File: src/rtl/uart_rx_if.sv
// rtl/uart_rx_if.sv - serial-side and parallel-side signal bundle for uart_rx
interface uart_rx_if #(
  parameter int NB_DATA = 8
);
  logic               i_tick;
  logic               i_rx;
  logic [NB_DATA-1:0] o_data;
  logic               o_rx_done;
  logic               o_frame_err;

  modport master (
    output i_tick, i_rx,
    input  o_data, o_rx_done, o_frame_err
  );

  modport slave (
    input  i_tick, i_rx,
    output o_data, o_rx_done, o_frame_err
  );
endinterface

File: src/rtl/uart_rx.sv
// rtl/uart_rx.sv - oversampling 8N1-style UART receiver with frame-error flag
module uart_rx #(
  parameter int NB_DATA = 8,
  parameter int OVS     = 16,
  parameter int SB_TICK = 16
) (
  input  logic     i_clk,
  input  logic     i_reset,
  uart_rx_if.slave bus
);

  localparam int SMAX = (OVS > SB_TICK) ? OVS : SB_TICK;
  localparam int SW   = $clog2(SMAX);
  localparam int NW   = (NB_DATA > 1) ? $clog2(NB_DATA) : 1;

  localparam logic [SW-1:0] S_HALF = SW'(OVS / 2 - 1);
  localparam logic [SW-1:0] S_BIT  = SW'(OVS - 1);
  localparam logic [SW-1:0] S_STOP = SW'(SB_TICK - 1);
  localparam logic [NW-1:0] N_LAST = NW'(NB_DATA - 1);

  typedef enum logic [1:0] {IDLE, START, DATA, STOP} state_t;

  state_t             state_q, state_d;
  logic [SW-1:0]      s_cnt_q, s_cnt_d;
  logic [NW-1:0]      n_cnt_q, n_cnt_d;
  logic [NB_DATA-1:0] shreg_q, shreg_d;
  logic [NB_DATA-1:0] data_q, data_d;
  logic               done_q, done_d;
  logic               err_q, err_d;
  logic               sync1_q, rx_s_q;

  always_comb begin
    state_d = state_q;
    s_cnt_d = s_cnt_q;
    n_cnt_d = n_cnt_q;
    shreg_d = shreg_q;
    data_d  = data_q;
    err_d   = err_q;
    done_d  = 1'b0;
    case (state_q)
      IDLE: begin
        if (!rx_s_q) begin
          state_d = START;
          s_cnt_d = '0;
        end
      end
      START: begin
        if (bus.i_tick) begin
          if (s_cnt_q == S_HALF) begin
            // Still low at mid start bit: genuine start, otherwise a glitch.
            if (!rx_s_q) begin
              state_d = DATA;
              s_cnt_d = '0;
              n_cnt_d = '0;
            end else begin
              state_d = IDLE;
            end
          end else begin
            s_cnt_d = s_cnt_q + SW'(1);
          end
        end
      end
      DATA: begin
        if (bus.i_tick) begin
          if (s_cnt_q == S_BIT) begin
            shreg_d = {rx_s_q, shreg_q[NB_DATA-1:1]};
            s_cnt_d = '0;
            if (n_cnt_q == N_LAST) state_d = STOP;
            else                   n_cnt_d = n_cnt_q + NW'(1);
          end else begin
            s_cnt_d = s_cnt_q + SW'(1);
          end
        end
      end
      STOP: begin
        if (bus.i_tick) begin
          if (s_cnt_q == S_STOP) begin
            state_d = IDLE;
            data_d  = shreg_q;
            err_d   = ~rx_s_q;
            done_d  = 1'b1;
          end else begin
            s_cnt_d = s_cnt_q + SW'(1);
          end
        end
      end
      default: state_d = IDLE;
    endcase
  end

  always_ff @(posedge i_clk or negedge i_reset) begin
    if (!i_reset) begin
      state_q <= IDLE;
      s_cnt_q <= '0;
      n_cnt_q <= '0;
      shreg_q <= '0;
      data_q  <= '0;
      done_q  <= 1'b0;
      err_q   <= 1'b0;
      sync1_q <= 1'b1;
      rx_s_q  <= 1'b1;
    end else begin
      sync1_q <= bus.i_rx;
      rx_s_q  <= sync1_q;
      state_q <= state_d;
      s_cnt_q <= s_cnt_d;
      n_cnt_q <= n_cnt_d;
      shreg_q <= shreg_d;
      data_q  <= data_d;
      done_q  <= done_d;
      err_q   <= err_d;
    end
  end

  assign bus.o_data      = data_q;
  assign bus.o_rx_done   = done_q;
  assign bus.o_frame_err = err_q;

endmodule
File: src/flat_wrapper.sv
// flat-port wrapper written by rule: the top's interface ports become plain ports
module uart_rx_flat 
#(
  parameter int NB_DATA = 8,
  parameter int OVS     = 16,
  parameter int SB_TICK = 16
)
  (i_clk, i_reset, bus_i_tick, bus_i_rx, bus_o_data, bus_o_rx_done, bus_o_frame_err);
  uart_rx_if #(.NB_DATA(NB_DATA)) bus_i ();
  input  logic i_clk;
  input  logic i_reset;
  input wire logic [$bits(bus_i.i_tick)-1:0] bus_i_tick;
  input wire logic [$bits(bus_i.i_rx)-1:0] bus_i_rx;
  output wire logic [$bits(bus_i.o_data)-1:0] bus_o_data;
  output wire logic [$bits(bus_i.o_rx_done)-1:0] bus_o_rx_done;
  output wire logic [$bits(bus_i.o_frame_err)-1:0] bus_o_frame_err;
  assign bus_i.i_tick = bus_i_tick;
  assign bus_i.i_rx = bus_i_rx;
  assign bus_o_data = bus_i.o_data;
  assign bus_o_rx_done = bus_i.o_rx_done;
  assign bus_o_frame_err = bus_i.o_frame_err;
  uart_rx #(.NB_DATA(NB_DATA), .OVS(OVS), .SB_TICK(SB_TICK)) u_core (.i_clk(i_clk), .i_reset(i_reset), .bus(bus_i));
endmodule
File: config.mk
export PLATFORM = sky130hd
export DESIGN_NAME = uart_rx_flat
export DESIGN_NICKNAME = d
export VERILOG_FILES = /design/src/rtl/uart_rx_if.sv /design/src/rtl/uart_rx.sv /design/src/flat_wrapper.sv
export SDC_FILE = /design/constraint.sdc
export NUM_CORES = 1
export LEC_CHECK = 0
export CAP_MARGIN = 5
export CORE_ASPECT_RATIO = 0.7
export CORE_MARGIN = 2
export CORE_UTILIZATION = 54
export CTS_CLUSTER_DIAMETER = 30
export CTS_CLUSTER_SIZE = 25
export DETAILED_ROUTE_END_ITERATION = 7
export MAX_ROUTING_LAYER = met4
export PLACE_DENSITY = 0.77
export SYNTH_ARGS = -nofsm -noshare
export SYNTH_HDL_FRONTEND = slang
export SYNTH_SLANG_ARGS = --single-unit
File: constraint.sdc
create_clock -name i_clk -period 2.3 [get_ports i_clk]
set_input_delay 0.46 -clock i_clk [delete_from_list [all_inputs] [get_ports i_clk]]
set_output_delay 0.46 -clock i_clk [all_outputs]
set_load 0.02 [all_outputs]
==> results of run 1 <==
[cell families after synthesis]
family                   Yosys count  synth area share [%]
multiplexers                      18                  17.3
adder cells (fa/ha/maj)            3                  2.84
AO/OA/AOI/OAI                     16                  8.98
XOR/XNOR                           2                  1.32
flip-flops                        29                  55.0
AND/OR/NAND/NOR                   22                  11.0
buffers and inverters              7                  3.59
[path summary, 6_finish.rpt]
| check | end | slack, ps | depth (start not counted) |
|---|---|---|---|
| hold reg to reg | u_core.rx_s_q | 370 | 0 |
| max in group asynchronous | u_core.rx_s_q | 1470 | 2 |
| hold / removal | u_core.rx_s_q | 370 | 0 |
| min in group asynchronous | u_core.shreg_q[0] | 520 | 2 |
| setup / recovery | u_core.shreg_q[6] | 450 | 5 |
| setup reg to reg | u_core.shreg_q[6] | 490 | 5 |
[worst reg2reg max path, cell delays in order, from the launching register on]
cell and delay, ps:
dfrtp_1 380, ha_1 250, and3_1 340, nand3_4 120, nor2_4 230, mux2_2 370
[registers in the layout (all words and copies together) (netlist names), named ones only]
signal and count:
u_core.s_cnt_q 4, u_core.sync1_q 1, u_core.bus.o_frame_err 1, u_core.n_cnt_q 3, u_core.state_q 1, u_core.shreg_q 8, u_core.rx_s_q 1, u_core.bus.o_data 8
u_core.bus.o_rx_done 1
[layer usage]
metal	vias up	global-route usage (%)
met4	0	6.96
met5	-	-
met3	0	8.17
met2	15	24.7
met1	376	23.4
li1	385	-
[power by group through the flow]
stage,combinational (mW),sequential [mW],clock [mW]
after floorplan,0.336,0.646,0
after global placement,0.310,0.719,0
after detailed placement,0.325,0.724,0
after CTS,0.327,0.713,0.319
after global routing,0.357,0.733,0.351
final,0.322,0.716,0.309
[per-stage QoR]
stage	cells	utilization [%]	total power, mW	setup WS, ps
after global placement	139	65.5	1.03	189
after floorplan	97	-	0.981	685
after CTS	147	68.1	1.36	445
after global routing	147	68.1	1.44	375
final	147	68.1	1.35	448
after detailed placement	139	65.5	1.05	98.3
[area by class of cell]
| cell class | instances | area, um^2 |
|---|---|---|
| sequential | 29 | 728 |
| multi-input combinational | 61 | 548 |
| timing repair buffer | 15 | 145 |
| clock buffer | 8 | 58.8 |
| fill | 179 | 714 |
| inverter | 2 | 7.51 |
| tap | 32 | 40.0 |
[synth_stat cells]
library cell / n / area share [%]
dfrtp_1: 27 / 51
a41o_1: 1 / 0.76
buf_2: 2 / 0.76
nand2_1: 5 / 1.4
nor3b_1: 1 / 0.57
nor4b_1: 1 / 0.66
ha_1: 3 / 2.8
mux2_4: 7 / 7.9
mux2_2: 11 / 9.4
nor2_1: 4 / 1.1
a21oi_1: 1 / 0.38
buf_6: 2 / 1.7
a221o_1: 1 / 0.76
buf_4: 1 / 0.57
nor2b_1: 1 / 0.47
nand3_1: 2 / 0.76
inv_1: 2 / 0.57
a22o_1: 4 / 2.6
and3_1: 1 / 0.47
xnor2_1: 2 / 1.3
o21ai_0: 3 / 1.1
nor3_1: 3 / 1.1
dfstp_2: 2 / 4.0
a211oi_1: 1 / 0.57
a31oi_1: 3 / 1.4
nand4_4: 1 / 1.6
a211o_1: 2 / 1.3
nand3_4: 1 / 1.3
nor2_4: 1 / 0.85
nand3b_1: 1 / 0.57
==> results.cfg, run 1 <==
[drt]
route.detailed.drc = 0
finalWirelength_um = 2090
routed.top_layer = met3
dr_wl_met3_um = 88
antenna_left = 0
met2RoutedLength_um = 947
drt_iter0_drc = 44
vias = 776
drtPass1Iterations = 4
via_per_inst = 5.28
wl_per_cell_um = 14.2
wl_met1_um = 1050

[worst_setup_path]
cp_data_required_time_ps = 2500
end_kind = flop
critPathMaxStageDelay_ps = 540
slowest_stage = clkdlybuf4s50_1
worstPathArrival_ps = 2050
path_max_fanout = 8
crit_family = simple AND/OR/NAND/NOR gates
cp-start-kind = input pin
worstReg2RegStart = u_core.s_cnt_q[0]
crit_type = in2reg
critPathLaunch = bus_i_tick
path_cells = clkdlybuf4s50_1 -> and3_1 -> nand3_4 -> nor2_4 -> mux2_2
crit_buf_inv = 1

[logic_synthesis]
syn_inst = 97
yosysWarnings = 0
syn_area_per_cell_um2 = 13.6
syn-num-nets = 104
ys_types = 30
syn_area_um2 = 1320
ys_seq_area_share_pct = 55.0
ys_seq_elements = 29

[sta]
final.min_clock_period_ps = 1850
rsz0062_at_grt = false
setup_viol = 0
slew_headroom_pct = 66.9
max_freq_ghz = 0.540
post-route-period-util_pct = 80.5
fin_setup_tns_ps = 0
report.final.slew_viol_count = 0
finalHoldViolCount = 0
skew_ps = 11.2
holdWs_ps = 370
worstMarginPinSlew_ps = 496

[clock_tree]
cts_root_buffer = clkbuf_4
cts_tree = done
numCtsBuffers = 5
cts_hold_buf = 0
cts_resized = 0
path_clk_slew_ps = 80
insertion_delay_ps = 310
ctsLongestPathBuffers = 2
htree_levels = 2
cts_setup_buffers = 0
clkSinkCount = 29

[min_path]
hp-class = reg2reg
min_from = u_core.sync1_q

[cells_and_area]
design_area_um2 = 1530
antenna_cells = 0
drive_gt1_share_pct = 27.0
final_nets = 121
final_cell_mix = dfrtp_1 (27), clkdlybuf4s50_1 (13), mux2_2 (11)
final_common_cell = dfrtp_1
syn_to_final_growth_pct = 15.4

[floorplan]
row_count = 14
chipHeight_um = 45.4
ioPinCount = 14
die_x_um = 63.2
dieArea_um2 = 2870
start_util_pct = 59.0
core_area_um2 = 2240

[power_and_ir_drop]
p_per_area_nw_per_um2 = 882
p_int_uw = 906
pwr-share-clk_pct = 22.9
seqPwrFrac_pct = 53.1
pwr-share-comb_pct = 23.9
net-switching-power_uw = 441
p_sw_share_pct = 32.8
p_leak_nw = 0.725
peakVddDrop_mv = 0.582

[global_route]
grt_max_degree = 30
grt_pass1_vias = 778
grt_overflow = 0
track_usage_pct = 18.0
grt_pass1_wl_um = 3530
antenna_found_initial = 0

[job]
max_cap_violations = 0

[placement]
gp_congestion = 0.830
port_buffers = 13
place_hpwl_um = 1550
place_area_um2 = 1470

[run_status]
status = completed
Note: power is estimated with default switching activity, not from simulation.
==> run 2: changes to the inputs <==
==> constraint.sdc (replaced) <==
create_clock -name i_clk -period 1.8 [get_ports i_clk]
set_input_delay 0.36 -clock i_clk [delete_from_list [all_inputs] [get_ports i_clk]]
set_output_delay 0.36 -clock i_clk [all_outputs]
set_load 0.02 [all_outputs]
==> results.cfg, run 2 (same netlist as run 1, synthesis figures left out) <==
[run_status]
status = completed

[placement]
pre_cts_slack_ps = -196
place_hpwl_um = 1700
gp_congestion = 0.845
port_buffers = 13
dp_cells = 144

[sta]
slew_headroom_pct = 66.0
worstMarginPinSlew_ps = 510
final.min_clock_period_ps = 1690
setup_viol = 0
holdWs_ps = 376
report.final.slew_viol_count = 0
post-route-period-util_pct = 94.1
fin_ws_ps = 107
skew_ps = 8.44
max_freq_ghz = 0.591
rsz0062_at_grt = false
fin_setup_tns_ps = 0
finalHoldViolCount = 0

[clock_tree]
cts_tree = done
ctsLongestPathBuffers = 2
clkSinkCount = 29
insertion_delay_ps = 310
htree_levels = 2
path_clk_slew_ps = 90
cts_root_buffer = clkbuf_4
cts_hold_buf = 0
numCtsBuffers = 5

[drt]
drt_iter0_drc = 73
via_per_inst = 5.40
vias = 816
antenna_left = 0
drtPass1Iterations = 4
route.detailed.drc = 0
wl_per_cell_um = 14.9
finalWirelength_um = 2250

[worst_setup_path]
end_kind = flop
crit_type = reg2reg
critPathMaxStageDelay_ps = 380
ff2ff_setup_slack_ps = 110
slowest_stage = dfrtp_1
path_max_fanout = 8
worstPathArrival_ps = 1900
cp-start-kind = flop
path_cells = ha_1 -> and3_4 -> nand3_4 -> nor2_4 -> mux2_2
worstReg2RegStart = u_core.s_cnt_q[0]
cp_data_required_time_ps = 2010
r2r_end = u_core.shreg_q[2]
r2r_cells = 5

[power_and_ir_drop]
p_int_mw = 1.19
pwr-share-clk_pct = 21.6
seqPwrFrac_pct = 50.3
p_leak_nw = 0.746
peakVddDrop_mv = 0.772
pwr-share-comb_pct = 28.1
p_per_area_nw_per_um2 = 1130
net-switching-power_uw = 585
p_sw_share_pct = 33.0

[global_route]
grt_pass1_wl_um = 3890
grt_overflow = 0
grt_max_degree = 30
grt_pass1_vias = 831
antenna_found_initial = 0
track_usage_pct = 19.4

[cells_and_area]
syn_to_final_growth_pct = 18.3
fillerInstances = 166
final_nets = 126
final_cells = 151
final_cell_mix = dfrtp_1 (27), clkdlybuf4s50_1 (13), mux2_2 (11)
final_common_cell = dfrtp_1
antenna_cells = 0
drive_gt1_share_pct = 31.1

[min_path]
hp-class = reg2reg
min_from = u_core.sync1_q
min_to = u_core.rx_s_q
min_path_cells = 0

[floorplan]
start_util_pct = 59.0
ioPinCount = 14
chipHeight_um = 45.4
row_count = 14
dieArea_um2 = 2870
core_area_um2 = 2240
die_x_um = 63.2

[job]
max_cap_violations = 0
-- run 2: cell types whose count changed in the layout (fill, tap and decap cells not counted) --
cell      before  now
buf_4          2    7
and3_1         1    0
and3_4         0    1
clkbuf_1       2    1
-- run 2: area by class of cell --
type | instances | area [um^2] | area share (%)
Tap cell | 32 | 40.0 | 2.56
Clock buffer | 7 | 55.1 | 3.51
Timing Repair Buffer | 20 | 183 | 11.7
Multi-Input combinational cell | 61 | 553 | 35.3
Sequential cell | 29 | 728 | 46.5
Inverter | 2 | 7.51 | 0.479
-- run 2: worst max path at each step --
stage | startpoint | to | slack (ps) | depth (start not counted)
after floorplan | u_core.s_cnt_q[0] | u_core.shreg_q[0] | 190 | 6
after global placement | bus_i_tick | u_core.shreg_q[7] | -140 | 5
after detailed placement | bus_i_tick | u_core.shreg_q[2] | -200 | 5
after CTS | u_core.s_cnt_q[0] | u_core.shreg_q[2] | 50 | 5
after global routing | u_core.s_cnt_q[1] | u_core.shreg_q[1] | 5 | 5
final | u_core.s_cnt_q[0] | u_core.shreg_q[2] | 110 | 5
-- run 2: worst max-delay path: cells and delay by family (launching register included) --
| family | cells | cell delay (ps) |
|---|---|---|
| multiplexers | 1 | 370 |
| AND/OR/NAND/NOR | 3 | 600 |
| adder cells (fa/ha/maj) | 1 | 230 |
| flip-flops | 1 | 380 |
-- run 2: layer usage --
metal	wire length, um	track usage [%]	vias up
li1	-	-	395
met4	14	7.83	0
met2	1040	29.1	16
met3	83	6.68	2
met5	0	-	-
met1	1110	24.5	403
-- run 2: what timing repair did --
action | in CTS | in global routing
gates resized for setup | 0 | 2
setup buffers | 0 | 0
setup endpoints to repair | 0 | 8
-- run 2: stage by stage --
step / cell area (um^2) / total power, mW / utilization (%)
2_1_floorplan: 1320 / 1.25 / -
3_3_place_gp: 1510 / 1.36 / 67.2
3_5_place_dp: 1510 / 1.39 / 67.2
4_1_cts: 1560 / 1.78 / 69.6
5_1_grt: 1570 / 1.90 / 69.9
6_report: 1570 / 1.77 / 69.9
-- run 2: power groups by stage --
stage | Combinational [mW] | Sequential [mW] | Clock, mW
2_1_floorplan | 0.429 | 0.825 | 0
3_3_place_gp | 0.471 | 0.892 | 0
3_5_place_dp | 0.490 | 0.903 | 0
4_1_cts | 0.493 | 0.890 | 0.396
5_1_grt | 0.555 | 0.909 | 0.435
6_report | 0.499 | 0.891 | 0.384
==> run 3: changes to the inputs <==
--- a/config.mk
+++ b/config.mk
@@ -13,7 +13,8 @@
 export CTS_CLUSTER_SIZE = 25
 export DETAILED_ROUTE_END_ITERATION = 7
 export MAX_ROUTING_LAYER = met4
-export PLACE_DENSITY = 0.77
+export PLACE_DENSITY_LB_ADDON = 0.08
+export SLEW_MARGIN = 0
 export SYNTH_ARGS = -nofsm -noshare
 export SYNTH_HDL_FRONTEND = slang
 export SYNTH_SLANG_ARGS = --single-unit
==> results.cfg, run 3 (same netlist as run 1, synthesis figures left out) <==
[clock_tree]
path_clk_slew_ps = 80
insertion_delay_ps = 330
cts_hold_buf = 0
ctsLongestPathBuffers = 2
cts_setup_buffers = 0
cts_resized = 0
htree_levels = 2
numCtsBuffers = 5
cts_tree = done
cts_root_buffer = clkbuf_4
clkSinkCount = 29

[worst_setup_path]
slowest_stage = dfrtp_1
end_kind = flop
r2r_end = u_core.shreg_q[7]
worstReg2RegStart = u_core.s_cnt_q[0]
cp_data_required_time_ps = 2020
path_max_fanout = 8
ff2ff_setup_slack_ps = 120
crit_type = reg2reg
worstPathArrival_ps = 1900
r2r_cells = 5
cp-start-kind = flop
critPathMaxStageDelay_ps = 380
path_cells = ha_2 -> and3_4 -> nand3_4 -> nor2_4 -> mux2_2

[power_and_ir_drop]
p_int_mw = 1.19
fin_total_pwr_mw = 1.80
seqPwrFrac_pct = 49.2
p_leak_nw = 0.750
p_per_area_nw_per_um2 = 1140
net-switching-power_uw = 608
pwr-share-comb_pct = 30.1
p_sw_share_pct = 33.9
pwr-share-clk_pct = 20.7
peakVddDrop_mv = 0.594

[floorplan]
die_x_um = 63.2
chipHeight_um = 45.4
start_util_pct = 59.0
dieArea_um2 = 2870
row_count = 14
ioPinCount = 14
core_area_um2 = 2240

[drt]
antenna_left = 0
wl_per_cell_um = 15.4
route.detailed.drc = 0
drtPass1Iterations = 4
finalWirelength_um = 2380
vias = 872
via_per_inst = 5.66
drt_iter0_drc = 45

[global_route]
track_usage_pct = 21.3
grt_pass1_vias = 887
grt_pass1_wl_um = 4180
grt_max_degree = 30
antenna_found_initial = 0
grt_overflow = 0

[sta]
worstMarginPinSlew_ps = 517
report.final.slew_viol_count = 0
skew_ps = 8.41
max_freq_ghz = 0.595
rsz0062_at_grt = false
post-route-period-util_pct = 93.4
setup_viol = 0
slew_headroom_pct = 65.5
holdWs_ps = 365
final.min_clock_period_ps = 1680
finalHoldViolCount = 0

[min_path]
min_to = u_core.rx_s_q
min_path_cells = 0
min_from = u_core.sync1_q
hp-class = reg2reg

[run_status]
status = completed

[cells_and_area]
syn_to_final_growth_pct = 19.2
final_cell_mix = dfrtp_1 (27), clkdlybuf4s50_1 (13), mux2_2 (11)
antenna_cells = 0
final_nets = 128
post-route-util_pct = 70.4
final_common_cell = dfrtp_1
drive_gt1_share_pct = 32.0

[placement]
port_buffers = 13
gp_congestion = 0.855
place_hpwl_um = 1650

[job]
max_cap_violations = 0
## run 3: worst max-delay path by stage
stage                      startpoint  slack [ps]           endpoint
finish              u_core.s_cnt_q[0]         120  u_core.shreg_q[7]
detailed placement         bus_i_tick        -180  u_core.shreg_q[7]
CTS                 u_core.s_cnt_q[1]          10  u_core.shreg_q[7]
floorplan           u_core.s_cnt_q[0]         190  u_core.shreg_q[0]
global route        u_core.s_cnt_q[1]          20  u_core.shreg_q[4]
global placement           bus_i_tick        -130  u_core.shreg_q[7]
## run 3: final cells by class
cell class | count | area [um^2]
clock buffer | 8 | 48.8
fill | 176 | 664
tap | 32 | 40.0
inverter | 2 | 7.51
sequential | 29 | 728
multi-input combinational | 61 | 556
timing repair buffer | 22 | 198
## run 3: power by group through the flow
stage          Sequential, mW  Combinational [mW]  Clock [mW]
2_1_floorplan           0.825               0.429           0
3_3_place_gp            0.884               0.504           0
3_5_place_dp            0.892               0.526           0
4_1_cts                 0.880               0.533       0.382
5_1_grt                 0.898               0.602       0.413
6_report                0.884               0.540       0.372
## run 3: metrics by stage
| stage | instances | instance area (um^2) | setup slack [ps] | TNS (ps) |
|---|---|---|---|---|
| detailed placement | 146 | 1520 | -177 | -2340 |
| global placement | 146 | 1520 | -131 | -1840 |
| floorplan | 97 | 1320 | 185 | 0 |
| global route | 154 | 1580 | 18.5 | 0 |
| finish | 154 | 1580 | 119 | 0 |
| CTS | 154 | 1570 | 11.5 | 0 |
## run 3: layer usage
layer	vias up	part of all wire (%)	track usage, %
met5	-	0	-
met4	0	1.8	10.4
met3	7	6.0	8.91
met2	29	46	31.5
met1	432	46	25.8
li1	404	-	-
## run 3: critical path, delay by kind of cell (launching register included)
family	cells	cell delay (ps)
adder cells (fa/ha/maj)	1	230
multiplexers	1	370
flip-flops	1	380
AND/OR/NAND/NOR	3	580
